$ cat src/rtl/uart_tx.sv
// UART transmitter: start bit, DATA_WIDTH data bits LSB first, optional parity, STOP_BITS stop bits.
// Define UART_TX_PARITY_EN to compile in the parity bit (sense chosen by PARITY_ODD).
module uart_tx #(
  parameter int unsigned DATA_WIDTH = 8,
  parameter int unsigned BAUD_RATE  = 9600,
  parameter int unsigned CLK_FREQ   = 100000000,
  parameter int unsigned STOP_BITS  = 1,
  parameter int unsigned PARITY_ODD = 0
) (
  input  logic                  clk,
  input  logic                  rst,
  input  logic [DATA_WIDTH-1:0] tx_data,
  input  logic                  tx_valid,
  output logic                  tx_ready,
  output logic                  tx,
  output logic                  tx_busy,
  output logic                  tx_done
);

  localparam int unsigned ClksPerBit = CLK_FREQ / BAUD_RATE;
  localparam int unsigned CntW       = $clog2(ClksPerBit) + 1;
  localparam int unsigned BitW       = $clog2(DATA_WIDTH);

  localparam logic [CntW-1:0] CntLast  = CntW'(ClksPerBit - 1);
  localparam logic [BitW-1:0] BitLast  = BitW'(DATA_WIDTH - 1);
  localparam logic            StopLast = (STOP_BITS == 2);

  if (DATA_WIDTH < 5 || DATA_WIDTH > 9) begin : gen_bad_width
    $error("uart_tx: DATA_WIDTH must be in 5..9");
  end
  if (STOP_BITS < 1 || STOP_BITS > 2) begin : gen_bad_stop
    $error("uart_tx: STOP_BITS must be 1 or 2");
  end
  if (PARITY_ODD > 1) begin : gen_bad_parity
    $error("uart_tx: PARITY_ODD must be 0 or 1");
  end
  if (ClksPerBit < 1) begin : gen_bad_baud
    $error("uart_tx: BAUD_RATE must not exceed CLK_FREQ");
  end

  typedef enum logic [2:0] {
    StIdle,
    StStart,
    StData,
    StParity,
    StStop
  } state_e;

  state_e                state_q, state_d;
  logic [CntW-1:0]       baud_q, baud_d;
  logic [BitW-1:0]       bit_q, bit_d;
  logic                  stop_q, stop_d;
  logic [DATA_WIDTH-1:0] shift_q, shift_d;
  logic                  tx_q, tx_d;
  logic                  done_q, done_d;
  logic                  bit_end;
`ifdef UART_TX_PARITY_EN
  logic                  parity_q, parity_d;
`endif

  assign bit_end = (baud_q == CntLast);

  always_comb begin
    state_d = state_q;
    baud_d  = baud_q;
    bit_d   = bit_q;
    stop_d  = stop_q;
    shift_d = shift_q;
    tx_d    = tx_q;
    done_d  = 1'b0;
`ifdef UART_TX_PARITY_EN
    parity_d = parity_q;
`endif

    // Baud counter only runs inside a frame and wraps on every bit boundary.
    if (state_q != StIdle) begin
      baud_d = bit_end ? '0 : baud_q + 1'b1;
    end

    unique case (state_q)
      StIdle: begin
        if (tx_valid) begin
          state_d = StStart;
          shift_d = tx_data;
          tx_d    = 1'b0;
          bit_d   = '0;
          stop_d  = 1'b0;
`ifdef UART_TX_PARITY_EN
          parity_d = (^tx_data) ^ (PARITY_ODD != 0);
`endif
        end
      end
      StStart: begin
        if (bit_end) begin
          state_d = StData;
          tx_d    = shift_q[0];
        end
      end
      StData: begin
        if (bit_end) begin
          shift_d = shift_q >> 1;
          if (bit_q == BitLast) begin
            bit_d = '0;
`ifdef UART_TX_PARITY_EN
            state_d = StParity;
            tx_d    = parity_q;
`else
            state_d = StStop;
            tx_d    = 1'b1;
`endif
          end else begin
            bit_d = bit_q + 1'b1;
            tx_d  = shift_q[1];
          end
        end
      end
`ifdef UART_TX_PARITY_EN
      StParity: begin
        if (bit_end) begin
          state_d = StStop;
          tx_d    = 1'b1;
        end
      end
`endif
      StStop: begin
        if (bit_end) begin
          if (stop_q == StopLast) begin
            state_d = StIdle;
            stop_d  = 1'b0;
            done_d  = 1'b1;
          end else begin
            stop_d = 1'b1;
          end
        end
      end
      default: begin
        state_d = StIdle;
        tx_d    = 1'b1;
      end
    endcase
  end

  always_ff @(posedge clk or posedge rst) begin
    if (rst) begin
      state_q <= StIdle;
      baud_q  <= '0;
      bit_q   <= '0;
      stop_q  <= 1'b0;
      shift_q <= '0;
      tx_q    <= 1'b1;
      done_q  <= 1'b0;
`ifdef UART_TX_PARITY_EN
      parity_q <= 1'b0;
`endif
    end else begin
      state_q <= state_d;
      baud_q  <= baud_d;
      bit_q   <= bit_d;
      stop_q  <= stop_d;
      shift_q <= shift_d;
      tx_q    <= tx_d;
      done_q  <= done_d;
`ifdef UART_TX_PARITY_EN
      parity_q <= parity_d;
`endif
    end
  end

  assign tx       = tx_q;
  assign tx_done  = done_q;
  assign tx_busy  = (state_q != StIdle);
  assign tx_ready = (state_q == StIdle);

endmodule

$ cat config.mk
export PLATFORM = sky130hd
export DESIGN_NAME = uart_tx
export DESIGN_NICKNAME = d
export VERILOG_FILES = /design/src/rtl/uart_tx.sv
export SDC_FILE = /design/constraint.sdc
export NUM_CORES = 1
export LEC_CHECK = 0
export ABC_AREA = 1
export BUFFER_PORTS_ARGS = -buffer_cell sky130_fd_sc_hd__clkbuf_2
export CORE_UTILIZATION = 49
export DETAILED_ROUTE_END_ITERATION = 16
export PLACE_DENSITY = 0.7
export SYNTH_ARGS = -nofsm -noshare
export SYNTH_HDL_FRONTEND = slang
export SYNTH_SLANG_ARGS = --single-unit
$ cat constraint.sdc
create_clock -name clk -period 1.47 [get_ports clk]
set_input_delay 0.441 -clock clk [delete_from_list [all_inputs] [get_ports clk]]
set_output_delay 0.441 -clock clk [all_outputs]
set_load 0.005 [all_outputs]
Yosys cells after proc, flatten, opt, wreduce, memory -nomap -nowiden --
Cells that the tools add are included.
Word-level totals: latch bits 0, bits in writable memories 0, memories kept 0, logic and storage cells 55, memory bits (read-only) 0, input bits 11, flip-flop bits (word level) 32
Operators by class: div/mod/pow operators 0, bitwise gates (word level) 1, eq/ne operators 11, reduce and logical (&&, ||, !) cells 8, shifts and indexed selects 0, add/sub/neg operators 2, muxes and demuxes 26, multiply operators 0, $lt $le $gt $ge 0
Operators with widths (number):
- two-way mux 3 bit | 9
- two-way mux 8 bit | 2
- case mux 8 bit (2 select lines) | 1
- adder 15 x 1 -> 15 bit, second input constant | 1
- == test 15 x 14 -> 1 bit, second input constant | 1
- two-way mux 15 bit | 1
- != test 2 bit, second input constant | 6
- case mux 3 bit (4 select lines) | 1
- two-way mux 1 bit | 9
- == test 3 bit, second input constant | 2
- case mux 3 bit (2 select lines) | 1
- AND reduction 3 bit | 2
- AND reduction 6 bit | 1
- case mux 1 bit (4 select lines) | 1
- AND reduction 4 bit | 1
- nonzero test 2 bit | 2
- adder 3 x 1 -> 3 bit, second input constant | 1
- == test 3 x 1 -> 1 bit, second input constant | 1
- == test 3 x 2 -> 1 bit, second input constant | 1
- logical NOT 3 bit | 1
- nonzero test 3 bit | 1
- case mux 1 bit (2 select lines) | 1
- NOT 1 bit | 1

Logic depth before layout (Yosys ltp) --
depth after elaboration 4, depth in mapped cells 10

Worst setup path before layout --
OpenSTA, ideal clock, no wires.
kind reg2reg, start point register baud_q[1], end point register shift_q[0], arrival 1.282 ns, library setup time 0.117 ns, path buffers 1, path slack 0.071 ns, stages on the path, launching flop included 10, cell sequence dfrtp_1 ha_1 nand3_2 nor2_1 nand2_2 inv_2 nand3_4 buf_6 nand3_1 nand2_1
Between the ends: longest elaborated chain between the ends 3
RTL lines:
- from (decl) | line 50 | logic [CntW-1:0] baud_q, baud_d;
- from (signal assigned) | line 157 | baud_q <= baud_d;
- == test 15 x 14 -> 1 bit | line 61 | assign bit_end = (baud_q == CntLast);
- != test 2 bit (no line)
- AND reduction 3 bit (no line)
- to (signal assigned) | line 160 | shift_q <= shift_d;
- to (decl) | line 53 | logic [DATA_WIDTH-1:0] shift_q, shift_d;
No other way between the ends. A chain may end at the register's enable or synchronous reset.

Worst setup path in the final report --
start point register state_q[2], end point output port tx_ready
Between the ends: longest elaborated chain between the ends 1
RTL lines:
- from (decl) | line 49 | state_e state_q, state_d;
- from (signal assigned) | line 145 | state_q <= StIdle;
- from (signal assigned) | line 156 | state_q <= state_d;
- logical NOT 3 bit | line 172 | assign tx_ready = (state_q == StIdle);
- to (decl) | line 14 | output logic tx_ready,
No other way between the ends.

==> metrics.md <==
| Metric | Value |
|---|---|
| Outcome | `complete, but fails checks` |
| Failing checks | `negative setup slack` |
| Share of power burned in registers | `about a third` |
| Post-placement cell count | `around 300` |
| Fraction of the yosys area taken by sequential cells | `between 40% and 50%` |
| Synthesized area divided by synthesized cell count | `a little under 8 µm²` |
| Vias in the first global route | `about 1400` |
| Power Total | `0.00429 W` |
| Worst min path class | `input port to asynchronous set/reset pin` |
| Most common cell in the netlist | `nand2_1` |
| Worst IR Drop VDD | `0.750 mV` |
| Antenna viol nets, final | `0` |
| Starting density of the core | `between 50 and 60%` |
| Maximum clock rate | `0.588 GHz` |
| Final count of negative-setup-slack endpoints | `21` |
| DRC Markers | `0` |
| Antenna violations before repair | `0` |
| Vias per cell | `around 5.0` |
| Post-synth top area share | `a little over two fifths` |
| Commonest register cell after synthesis | `dfrtp_1` |
| Final hold violations | `0` |
| Area growth syn-to-layout | `41.0%` |
| Data required time of the critical path | `1.03 ns` |
| Overall die width | `between 60 and 70 µm` |
| Net count after synthesis | `233` |
| Detailed Routing Iterations Pass 1 | `4` |
| MaxCap Viol Count | `0` |
| Design internal power | `approximately 0.0026 W` |
| Clock latency reported for the late side of the worst-skew pair | `between 0.3 and 0.4 ns` |
| DRT met1 WL | `about 2 mm` |
| Worst Path Arrival | `around 1.3 ns` |
| Ratio of cells with drive above 1 in the final layout | `between 40% and 50%` |
| Antenna diodes | `0` |
| Amount of wire on met2 after detailed routing | `2.09 mm` |
| Clk root buf | `clkbuf_4` |
| Shortest clock period the worst path allows after layout | `roughly 1.7 ns` |
| Yosys synthesis warning count | `0` |
| Count of final max-slew check failures | `0` |
| Clock buffers created by TritonCTS | `5` |
| Async SR Flop Fraction | `between 90% and 100%` |
| Post-synthesis instance total | `between 200 and 250` |
| Synth Cell Area | `between 1500 and 2000 µm²` |
| Flip-flop and latch count after synthesis | `31` |
| Fill cell count | `approximately 280` |
| Maximum buffer depth of the clock tree | `2` |
| Clk_skew | `about 0.0092 ns` |
| Area of the multi-input gates | `1020 µm²` |
| Overall track demand over capacity in global routing | `22.0%` |
| Detailed Route Iter0 Violations | `between 50 and 60` |
| Worst Max-Slew Pin Slew | `roughly 0.34 ns` |
| Row count | `21` |
| Total core area | `approximately 3400 µm²` |
| Fin worst setup slack | `-0.232 ns` |
| Cell types with the highest counts after synthesis | `nand2_1 (74), dfrtp_1 (30), inv_1 (20)` |
| Clock network fraction of design power | `a little over an eighth` |
| DP HPWL | `2.57 mm` |
| Final Cycle Share | `116%` |
| Final RePlAce weighted congestion | `roughly 0.82` |
| Top Layer Used | `met4` |
| Sequential cell area in the final layout | `778 µm²` |
| Unrepaired setup endpoints after global routing | `yes` |
| Total detailed-routing wirelength | `about 4.3 mm` |
| CP Class | `flop to output pin` |
| DR WL/cell | `~13 µm` |
| Count of cell types in the netlist | `31` |
| Largest net degree at the start of global routing | `15` |
| CTS tree | `yes` |
| Remaining global-route overflow | `0` |
| Net count, final | `290` |
| Net load switching power | `0.00173 W` |
| Crit. End Element | `output pin` |
| Crit Path Max Fanout | `4` |
| Startpoint type of the worst setup path | `flop` |
| Number of top-level pins | `15` |
| Number of enable flip-flop cells after synthesis | `0` |
| Final std cells w/o fill | `about 320` |
| Switching share of total power | `40.4%` |
| Leak pwr | `between 1 and 1.5 nW` |
| Areal power density over the cells | `around 1800 nW/µm²` |
| Clock sink count | `31` |
| Clock slew at the register clock pins of the worst setup and hold paths | `~0.10 ns` |
| Cell type with the largest total area after synthesis | `dfrtp_1` |
| Deepest level of the CTS H-tree | `2` |
| Wire length of the first global-routing pass | `approximately 6.0 mm` |
| Hold_buf cts | `0` |
| Full die area | `~3800 µm²` |
| Overall via count from detail_route | `about 1600` |
| Met3 WL | `roughly 160 µm` |
| Combinational Power Share | `about 55%` |
| Top area cells in the synthesized netlist | `dfrtp_1 (43%), nand2_1 (16%), nand3_1 (4.9%), inv_1 (4.3%), nor2_1 (3.5%)` |
| Worst slew margin relative to its limit | `77.0%` |
| Vertical die dimension | `roughly 62 µm` |
| Buffers added on ports | `14` |
==> critical path: stages (launching register included) <==
cell and delay [ns]:
dfrtp_1 0.41, nor2_2 0.15, nand2_2 0.07, buf_6 0.14
clkinv_4 0.05, buf_6 0.09
==> final timing paths <==
kind | startpoint | end | slack [ns] | cells after the start
min in group clk | tx_data[7] | shift_q[7]$_DFFE_PP0P_ | 0.33 | 3
max in group asynchronous | rst | baud_q[3]$_DFFE_PP0N_ | 0.97 | 3
setup / recovery | state_q[2]$_DFFE_PP0P_ | tx_ready | -0.23 | 5
hold / removal | rst | baud_q[13]$_DFFE_PP0N_ | 0.02 | 2
setup reg to reg | state_q[2]$_DFFE_PP0P_ | baud_q[3]$_DFFE_PP0N_ | -0.13 | 9
hold reg to reg | tx$_DFFE_PP1P_ | tx$_DFFE_PP1P_ | 0.46 | 2
==> area by class of cell <==
type                    count  area share [%]
clock buffers               8            2.81
inverters                  26            4.19
multi-input cells         159            41.7
flip-flops and latches     31            31.8
well taps                  46            2.35
repair buffers             53            17.2
==> registers in the layout (all words and copies together), names as in the netlist <==
register,count
baud_q,15
shift_q,8
bit_q,3
state_q,3
tx,1
tx_done,1
==> power groups by stage <==
stage	logic (W)	registers, W	clock network, W
finish	0.00235	0.00135	0.000589
global route	0.00255	0.00138	0.000642
CTS	0.00185	0.00131	0.000598
detailed placement	0.00150	0.00132	0
global placement	0.00151	0.00131	0
floorplan	0.00100	0.00129	0
==> metrics by stage <==
step	setup TNS, ns	area [µm²]	util (%)	hold slack (ns)	setup slack (ns)
after floorplan	0	1740	-	0.443	0.0712
after global placement	0	2000	59.5	0.402	0.00702
after detailed placement	-0.333	2000	59.5	0.404	-0.0572
after CTS	-0.417	2210	65.7	0.0254	-0.213
after global routing	-3.49	2450	72.8	0.0268	-0.283
final	-1.99	2450	72.8	0.0153	-0.232
==> cells by family (layout without fill, tap and decap cells) <==
family                   after synthesis  count (layout)  synth area share (%)
buffers and inverters                 30              87                  7.85
AO/OA/AOI/OAI                         13              13                  4.47
adder cells (fa/ha/maj)                3               3                  2.16
AND/OR/NAND/NOR                      136             137                  37.8
XOR/XNOR                               6               6                  3.03
flip-flops                            31              31                  44.7
==> routing by layer <==
metal	GRT usage (%)	vias up
met5	0	-
met4	5.71	0
li1	-	819
met2	36.3	35
met1	28.4	753
met3	6.30	8
==> cell usage in the layout (no fill, tap or decap), types with 4 or more instances in the layout <==
master,Yosys,final
buf_4,0,30
nand2_1,74,63
inv_1,20,18
inv_2,6,7
nand3_1,17,12
nand4_1,5,5
nor3_2,5,5
dfrtp_1,30,29
nor2_1,16,11
clkbuf_2,0,13
clkbuf_4,0,5
nand2_2,3,12
buf_6,3,8
nand3_4,1,4
nand3_2,4,7
nor2_2,0,4
xor2_1,4,4
==> timing repair <==
item	4_1_cts	5_1_grt
cloned	1	0
gates resized for setup	15	45
endpoints found under the setup margin	16	25
pin swaps	5	15
buffers inserted	9	10
No activity file was read; power rests on OpenSTA's default activity.
